File: src/rtl/neuron_sequencer_pkg.sv
// Shared types and saturating arithmetic for the time-multiplexed neuron sequencer.
package neuron_pkg;

    localparam int POT_W = 8;

    typedef logic [POT_W-1:0] pot_t;

    typedef enum logic [1:0] {
        ST_INTEGRATE  = 2'd0,
        ST_SWEEP      = 2'd1,
        ST_SPIKE_WAIT = 2'd2,
        ST_DONE       = 2'd3
    } state_t;

    // Unsigned add clamped at all-ones
    function automatic pot_t sat_add(input pot_t a, input pot_t b);
        logic [POT_W:0] s;
        s = {1'b0, a} + {1'b0, b};
        return s[POT_W] ? {POT_W{1'b1}} : s[POT_W-1:0];
    endfunction

    // Unsigned subtract clamped at zero
    function automatic pot_t sat_sub(input pot_t a, input pot_t b);
        return (a > b) ? pot_t'(a - b) : '0;
    endfunction

endpackage

File: src/rtl/neuron_sequencer_if.sv
// Spike-event input and spike output handshakes of the neuron sequencer.
interface neuron_sequencer_if #(
    parameter int IDW = 4
);
    logic           event_valid_i;
    logic           event_ready_o;
    logic [IDW-1:0] event_neuron_i;
    logic [1:0]     event_weight_sel_i;
    logic           spike_valid_o;
    logic           spike_ready_i;
    logic [IDW-1:0] spike_id_o;

    // Sequencer side
    modport slave (
        input  event_valid_i, event_neuron_i, event_weight_sel_i, spike_ready_i,
        output event_ready_o, spike_valid_o, spike_id_o
    );

    // Event source / spike sink side
    modport master (
        output event_valid_i, event_neuron_i, event_weight_sel_i, spike_ready_i,
        input  event_ready_o, spike_valid_o, spike_id_o
    );
endinterface

File: src/rtl/neuron_update.sv
// Leak and threshold evaluation for one neuron; purely combinational.
module neuron_update
    import neuron_pkg::*;
(
    input  pot_t potential,
    input  pot_t leak,
    input  pot_t pos_threshold,
    input  pot_t neg_threshold,
    input  pot_t pos_reset,
    input  pot_t neg_reset,
    output pot_t next_potential,
    output logic fire
);
    pot_t leaked;

    // Leak, then fire on the positive threshold or clamp on the negative one
    always_comb begin
        leaked         = sat_sub(potential, leak);
        fire           = 1'b0;
        next_potential = leaked;
        if (leaked >= pos_threshold) begin
            fire           = 1'b1;
            next_potential = pos_reset;
        end else if (leaked <= neg_threshold) begin
            next_potential = neg_reset;
        end
    end
endmodule

File: src/rtl/neuron_sequencer.sv
// Time-multiplexed integrate-and-fire sequencer: integrates weighted spike
// events, then on each tick sweeps every neuron once for leak and fire.
module neuron_sequencer
    import neuron_pkg::*;
#(
    parameter int NUM_NEURONS = 16,
    parameter int IDW         = $clog2(NUM_NEURONS)
) (
    input  logic           clk_i,
    input  logic           reset_i,
    input  logic           tick_i,
    neuron_sequencer_if.slave bus,
    input  logic [7:0]     weight_type1_i,
    input  logic [7:0]     weight_type2_i,
    input  logic [7:0]     weight_type3_i,
    input  logic [7:0]     weight_type4_i,
    input  logic [7:0]     leak_value_i,
    input  logic [7:0]     pos_threshold_i,
    input  logic [7:0]     neg_threshold_i,
    input  logic [7:0]     pos_reset_i,
    input  logic [7:0]     neg_reset_i,
    output logic           done_o,
    output logic           busy_o,
    output logic           overrun_o,
    input  logic [IDW-1:0] dbg_addr_i,
    output logic [7:0]     dbg_potential_o
);
    pot_t           pot [NUM_NEURONS];
    state_t         state_q, state_d;
    logic [IDW-1:0] idx_q, idx_d;
    logic           overrun_q;

    pot_t           weight;
    pot_t           upd_pot;
    pot_t           sweep_wdata;
    logic           fire;
    logic           evt_we;
    logic           sweep_we;
    logic           last;

    assign last            = (idx_q == IDW'(NUM_NEURONS - 1));
    assign bus.spike_id_o  = idx_q;
    assign overrun_o       = overrun_q;
    assign dbg_potential_o = pot[dbg_addr_i];

    // Synaptic weight selected by the incoming event
    always_comb begin
        weight = weight_type1_i;
        case (bus.event_weight_sel_i)
            2'd0: weight = weight_type1_i;
            2'd1: weight = weight_type2_i;
            2'd2: weight = weight_type3_i;
            2'd3: weight = weight_type4_i;
            default: weight = weight_type1_i;
        endcase
    end

    neuron_update u_update (
        .potential      (pot[idx_q]),
        .leak           (leak_value_i),
        .pos_threshold  (pos_threshold_i),
        .neg_threshold  (neg_threshold_i),
        .pos_reset      (pos_reset_i),
        .neg_reset      (neg_reset_i),
        .next_potential (upd_pot),
        .fire           (fire)
    );

    // State, sweep index and sticky overrun registers
    always_ff @(posedge clk_i) begin
        if (reset_i) begin
            state_q   <= ST_INTEGRATE;
            idx_q     <= '0;
            overrun_q <= 1'b0;
        end else begin
            state_q <= state_d;
            idx_q   <= idx_d;
            if (tick_i && state_q != ST_INTEGRATE)
                overrun_q <= 1'b1;
        end
    end

    // Next state, handshakes and potential write enables
    always_comb begin
        state_d           = state_q;
        idx_d             = idx_q;
        bus.event_ready_o = 1'b0;
        bus.spike_valid_o = 1'b0;
        done_o            = 1'b0;
        busy_o            = 1'b1;
        evt_we            = 1'b0;
        sweep_we          = 1'b0;
        sweep_wdata       = upd_pot;
        case (state_q)
            ST_INTEGRATE: begin
                busy_o            = 1'b0;
                bus.event_ready_o = 1'b1;
                evt_we            = bus.event_valid_i;
                if (tick_i)
                    state_d = ST_SWEEP;
            end
            ST_SWEEP: begin
                // A spike accepted in the same cycle costs no stall
                bus.spike_valid_o = fire;
                sweep_we          = !fire || bus.spike_ready_i;
                if (fire && !bus.spike_ready_i)
                    state_d = ST_SPIKE_WAIT;
            end
            ST_SPIKE_WAIT: begin
                bus.spike_valid_o = 1'b1;
                sweep_wdata       = pos_reset_i;
                sweep_we          = bus.spike_ready_i;
            end
            ST_DONE: begin
                done_o  = 1'b1;
                state_d = ST_INTEGRATE;
            end
            default: state_d = ST_INTEGRATE;
        endcase
        // Finishing a neuron moves to the next index or ends the sweep
        if (sweep_we) begin
            if (last) begin
                idx_d   = '0;
                state_d = ST_DONE;
            end else begin
                idx_d   = idx_q + IDW'(1);
                state_d = ST_SWEEP;
            end
        end
    end

    // Potential store: event integration or sweep write-back
    always_ff @(posedge clk_i) begin
        if (reset_i) begin
            for (int i = 0; i < NUM_NEURONS; i++)
                pot[i] <= '0;
        end else if (evt_we) begin
            pot[bus.event_neuron_i] <= sat_add(pot[bus.event_neuron_i], weight);
        end else if (sweep_we) begin
            pot[idx_q] <= sweep_wdata;
        end
    end
endmodule
File: src/flat_wrapper.sv
// flat-port wrapper written by rule: the top's interface ports become plain ports
module neuron_sequencer_flat import neuron_pkg::*;
#(
    parameter int NUM_NEURONS = 16,
    parameter int IDW         = $clog2(NUM_NEURONS)
)
  (clk_i, reset_i, tick_i, weight_type1_i, weight_type2_i, weight_type3_i, weight_type4_i, leak_value_i, pos_threshold_i, neg_threshold_i, pos_reset_i, neg_reset_i, done_o, busy_o, overrun_o, dbg_addr_i, dbg_potential_o, bus_event_valid_i, bus_event_neuron_i, bus_event_weight_sel_i, bus_spike_ready_i, bus_event_ready_o, bus_spike_valid_o, bus_spike_id_o);
  neuron_sequencer_if #(.IDW(IDW)) bus_i ();
  input  logic clk_i;
  input  logic reset_i;
  input  logic tick_i;
  input  logic [7:0] weight_type1_i;
  input  logic [7:0] weight_type2_i;
  input  logic [7:0] weight_type3_i;
  input  logic [7:0] weight_type4_i;
  input  logic [7:0] leak_value_i;
  input  logic [7:0] pos_threshold_i;
  input  logic [7:0] neg_threshold_i;
  input  logic [7:0] pos_reset_i;
  input  logic [7:0] neg_reset_i;
  output logic done_o;
  output logic busy_o;
  output logic overrun_o;
  input  logic [IDW-1:0] dbg_addr_i;
  output logic [7:0] dbg_potential_o;
  input wire logic [$bits(bus_i.event_valid_i)-1:0] bus_event_valid_i;
  input wire logic [$bits(bus_i.event_neuron_i)-1:0] bus_event_neuron_i;
  input wire logic [$bits(bus_i.event_weight_sel_i)-1:0] bus_event_weight_sel_i;
  input wire logic [$bits(bus_i.spike_ready_i)-1:0] bus_spike_ready_i;
  output wire logic [$bits(bus_i.event_ready_o)-1:0] bus_event_ready_o;
  output wire logic [$bits(bus_i.spike_valid_o)-1:0] bus_spike_valid_o;
  output wire logic [$bits(bus_i.spike_id_o)-1:0] bus_spike_id_o;
  assign bus_i.event_valid_i = bus_event_valid_i;
  assign bus_i.event_neuron_i = bus_event_neuron_i;
  assign bus_i.event_weight_sel_i = bus_event_weight_sel_i;
  assign bus_i.spike_ready_i = bus_spike_ready_i;
  assign bus_event_ready_o = bus_i.event_ready_o;
  assign bus_spike_valid_o = bus_i.spike_valid_o;
  assign bus_spike_id_o = bus_i.spike_id_o;
  neuron_sequencer #(.NUM_NEURONS(NUM_NEURONS), .IDW(IDW)) u_core (.clk_i(clk_i), .reset_i(reset_i), .tick_i(tick_i), .bus(bus_i), .weight_type1_i(weight_type1_i), .weight_type2_i(weight_type2_i), .weight_type3_i(weight_type3_i), .weight_type4_i(weight_type4_i), .leak_value_i(leak_value_i), .pos_threshold_i(pos_threshold_i), .neg_threshold_i(neg_threshold_i), .pos_reset_i(pos_reset_i), .neg_reset_i(neg_reset_i), .done_o(done_o), .busy_o(busy_o), .overrun_o(overrun_o), .dbg_addr_i(dbg_addr_i), .dbg_potential_o(dbg_potential_o));
endmodule
File: config.mk
export PLATFORM = sky130hd
export DESIGN_NAME = neuron_sequencer_flat
export DESIGN_NICKNAME = d
export VERILOG_FILES = /design/src/rtl/neuron_sequencer_pkg.sv /design/src/rtl/neuron_sequencer_if.sv /design/src/rtl/neuron_update.sv /design/src/rtl/neuron_sequencer.sv /design/src/flat_wrapper.sv
export SDC_FILE = /design/constraint.sdc
export NUM_CORES = 1
export LEC_CHECK = 0
export BUFFER_PORTS_ARGS = -buffer_cell sky130_fd_sc_hd__buf_2
export CAP_MARGIN = 10
export CORE_MARGIN = 8
export CORE_UTILIZATION = 55
export CTS_CLUSTER_DIAMETER = 120
export DETAILED_ROUTE_END_ITERATION = 12
export PLACE_DENSITY = 0.85
export REMOVE_ABC_BUFFERS = 1
export SYNTH_ARGS = -nofsm -noshare
export SYNTH_HDL_FRONTEND = slang
export SYNTH_SLANG_ARGS = --single-unit
File: constraint.sdc
create_clock -name clk_i -period 6.9 [get_ports clk_i]
set_clock_uncertainty 0.05 [all_clocks]
set_input_delay 1.38 -clock clk_i [delete_from_list [all_inputs] [get_ports clk_i]]
set_output_delay 1.38 -clock clk_i [all_outputs]
set_load 0.02 [all_outputs]
==> flow_results.org <==
** Clock tree
- TritonCTS created 17 clock buffers.
- Post-CTS timing repair inserted 0 buffers for setup.
- H-tree depth reported by CTS :: 4
- Hold buffer count at CTS :: 0
- TritonCTS built the clock tree.
- Count of clock tree sinks :: 139
- Clk_lat worst skew :: 0.43 ns
- Clock-pin slew was measured on the worst setup and hold paths at 0.06 ns.
- The clock passes through at most 2 buffers.
- Cts repair resizes :: 0
- Clock root buffer master :: clkbuf_16

** Min path
- Hold Path Cell Cnt :: 2
- Path type of the worst min-delay path :: reg -> reg
- Min-delay src :: u_core.overrun_o
- Hold Path Sink :: u_core.overrun_o

** Place
- Once detailed placement completed, the half-perimeter wirelength came to 22.2 mm.
- Before CTS, the worst setup slack after placement is 0.904 ns.
- Number of buffers added on ports :: 103
- At the end of routability-driven placement, the weighted congestion stood at 0.966.

** STA
- Total Negative Setup Slacks :: 0 ns
- The count of final hold-check violations came to 0.
- Crit share post-route :: 93.5%
- Setup violations remaining at the end of the flow were counted as 0.
- Static timing analysis puts the maximum clock frequency at 155 MHz.
- Setup repair after global routing left no endpoint under its margin.
- At the pin with the least slew margin, the transition time is 0.984 ns.
- Final WS setup :: 0.446 ns
- For the finished layout, the period the worst path requires is 6.45 ns.
- Slew headroom :: 34.4%
- The number of pins exceeding their max-slew limit in the final report was 0.

** Floorplan
- Vert. Die Dim :: 151 um
- The die covers 22800 sq um.
- Standard-cell rows :: 49
- Total I/O pin count :: 104
- In this run the horizontal extent of the chip is 151 um.
- After floorplanning, the core was sized to cover 17900 sq um.
- Starting utilization of the core area :: 55.9%

** Final layout
- Final Net Count :: 992
- Leaving out fill and tap cells, the most frequent cell in the layout is nor2_1.
- The library cells used most frequently in the layout, excluding fill and tap cells, are nor2_1, mux4_2, edfxtp_1, buf_2, ha_1.
- From synthesis to final layout, the design area changed by 13.8%.
- Proportion of layout cells with a drive suffix above 1 :: 36.6%

** Power and ir drop
- Internal Dissipation :: 2.12 mW
- Clock network fraction of design power :: 29.1%
- In this run the static leakage power is 4.30 nW.
- Of the total power, combinational logic draws 39.5%.
- Switching power total :: 1.22 mW
- Sequential fraction of design power :: 31.4%
- IR analysis of the VDD net gives a maximum drop of 0.222 mV.
- For this design the ratio of total power to cell area is 293 nW/um^2.
- Net switching is 36.5% of the power.

** Drt
- Post-route ant nets :: 0
- The pre-antenna-repair detailed-routing pass consisted of 6 iterations.
- The detailed router placed 7816 vias in this run.
- Drt wl/cell :: 27.1 um
- Post-route DRC violation count :: 0
- The detailed router finished its first iteration with 1044 violations.
- Detailed Route WL :: 30.0 mm
- In the routed layout, each cell is associated on average with a via count of 7.05.

** Synthesis
- Summing the areas of all compound-gate instances in the mapped netlist gives 8.23% of the synthesized area.
- Share of synthesized area occupied by flip-flops and latches :: 40.6%
- The synthesized netlist occupies a cell area of 10000 sq um.
- Post-synth ARST share :: 0%
- Summing the areas of all xor and xnor instances in the mapped netlist gives 0.876% of the synthesized area.
- The synthesized netlist devotes 5.15% of its cell area to adder and majority cells.
- Counting flops with a built-in enable in the synthesized netlist gives 128.
- Mean post-synth cell area :: 13.1 sq um
- For this run, the leading register cell type out of synthesis is edfxtp_1.
- Number of register bits inferred by synthesis :: 139
- Number of distinct library cell variants in the gate-level netlist after synthesis :: 64
- Number of warnings issued by yosys :: 0
- Summing the areas of all and, or, nand and nor instances in the mapped netlist gives 12.4% of the synthesized area.
- Number of standard cells after synthesis :: 764
- Of the post-synthesis cell area, the part taken by muxes is 29.1%.
- After synthesis, the largest family of logic cells by area is multiplexers.

** GRT
- Via count of the first global-routing pass :: 7745
- The initial antenna violation count was 1.
- Overall routing resource usage :: 26.9%
- Entering global routing, the biggest net connects 35 pins.
- Total gr overflow :: 0
- The first global-routing pass estimated 45.6 mm of wire.

** Worst setup path
- At the worst endpoint, the required time is 5.47 ns.
- CP Capture Type :: output pin
- For the worst setup path, the data arrival time is 5.02 ns.
- The setup path with the least slack is of type reg -> out.
- The setup check on the worst reg-to-reg path leaves a slack of 0.91 ns.
- Reg2Reg Depth :: 20
- STA classifies the critical path startpoint as a register.
- The endpoint identified for the worst register-to-register timing path is u_core.pot[3][3].
- Max Fanout on Critical Path :: 21

** Flow run
- The tool flagged a number of max-cap violations equal to 0.

** Run status
- Result of the run :: completed
[state kept, by name (all words and copies together) (netlist names), named ones only]
register / cells
u_core.overrun_o: 1
u_core.state_q: 2
u_core.pot: 128
u_core.bus.spike_id_o: 4
[worst max path at each step]
| stage | from | end | depth (start not counted) |
|---|---|---|---|
| final | register | bus_spike_valid_o | 19 |
| after global placement | register | bus_spike_valid_o | 19 |
| after floorplan | register | bus_spike_valid_o | 17 |
| after global routing | register | bus_spike_valid_o | 19 |
| after CTS | register | bus_spike_valid_o | 19 |
| after detailed placement | register | bus_spike_valid_o | 19 |
[power groups by stage]
stage | clock network (mW) | registers (mW) | logic, mW
after floorplan | 0 | 1.07 | 0.861
after global placement | 0 | 1.05 | 1.25
after detailed placement | 0 | 1.06 | 1.28
after CTS | 0.971 | 1.04 | 1.30
after global routing | 0.998 | 1.05 | 1.41
final | 0.970 | 1.05 | 1.32
[synth_stat cells (13+ instances only)]
cell type	count	area share, %
nand2b_1	22	1.4
ha_1	38	4.8
a22oi_1	16	1.2
inv_1	30	1.1
nor2_1	152	5.7
edfxtp_1	128	38
nand3_1	13	0.65
mux4_2	128	29
nand2_1	17	0.64
a21oi_1	19	0.95
clkbuf_1	22	0.83
[area by class of cell]
class	instances	area, sq um
Clock inverter	14	193
Sequential cell	139	4070
Tap cell	229	287
Timing Repair Buffer	128	716
Multi-Input combinational cell	549	5580
Inverter	30	113
Fill cell	1275	6520
Clock buffer	18	429
Antenna cell	1	2.50
[metrics by stage]
stage / hold WS (ns) / utilization, % / instances / power (mW) / cell area [sq um]
CTS: 0.421 / 63.6 / 1107 / 3.31 / 11400
finish: 0.416 / 63.6 / 1108 / 3.33 / 11400
floorplan: 0.499 / - / 718 / 1.93 / 9750
global route: 0.455 / 63.6 / 1107 / 3.46 / 11400
detailed placement: 0.408 / 60.1 / 1075 / 2.34 / 10800
global placement: 0.391 / 60.1 / 1075 / 2.30 / 10800
[worst max-delay path: stages, from the launching register on]
cell and delay, ns:
dfxtp_2 0.48, buf_12 0.24, mux4_2 0.52, mux4_2 0.46, inv_1 0.07, ha_1 0.19, fa_1 0.23, nand2b_1 0.15
a211oi_2 0.08, or4_4 0.51, nand2_4 0.17, nor2_1 0.09, ha_1 0.31, a211oi_1 0.22, o21ai_1 0.15, a21boi_2 0.24
nand2_1 0.08, a21oi_1 0.16, nor2_1 0.05, buf_2 0.16
[metal layers]
| metal | wire length [um] | part of all wire, % | GRT usage [%] | up-vias |
|---|---|---|---|---|
| met3 | 4130 | 14 | 8.16 | 107 |
| met4 | 1090 | 3.6 | 11.4 | 2 |
| met2 | 14700 | 49 | 44.1 | 690 |
| li1 | - | - | - | 3223 |
| met5 | 10 | 0.033 | 0 | - |
| met1 | 10100 | 34 | 32.5 | 3794 |
[kinds of logic (layout without fill, tap and decap cells)]
group,count (synthesis),after routing
adders and majority gates,40,40
and+or+nand+nor,263,263
xor gates and xnor gates,10,10
other,0,1
AOI/OAI and AO/OA,105,105
muxes,131,131
buffers and inverters,76,190
DFF,139,139
Note: power is estimated with default switching activity, not from simulation.
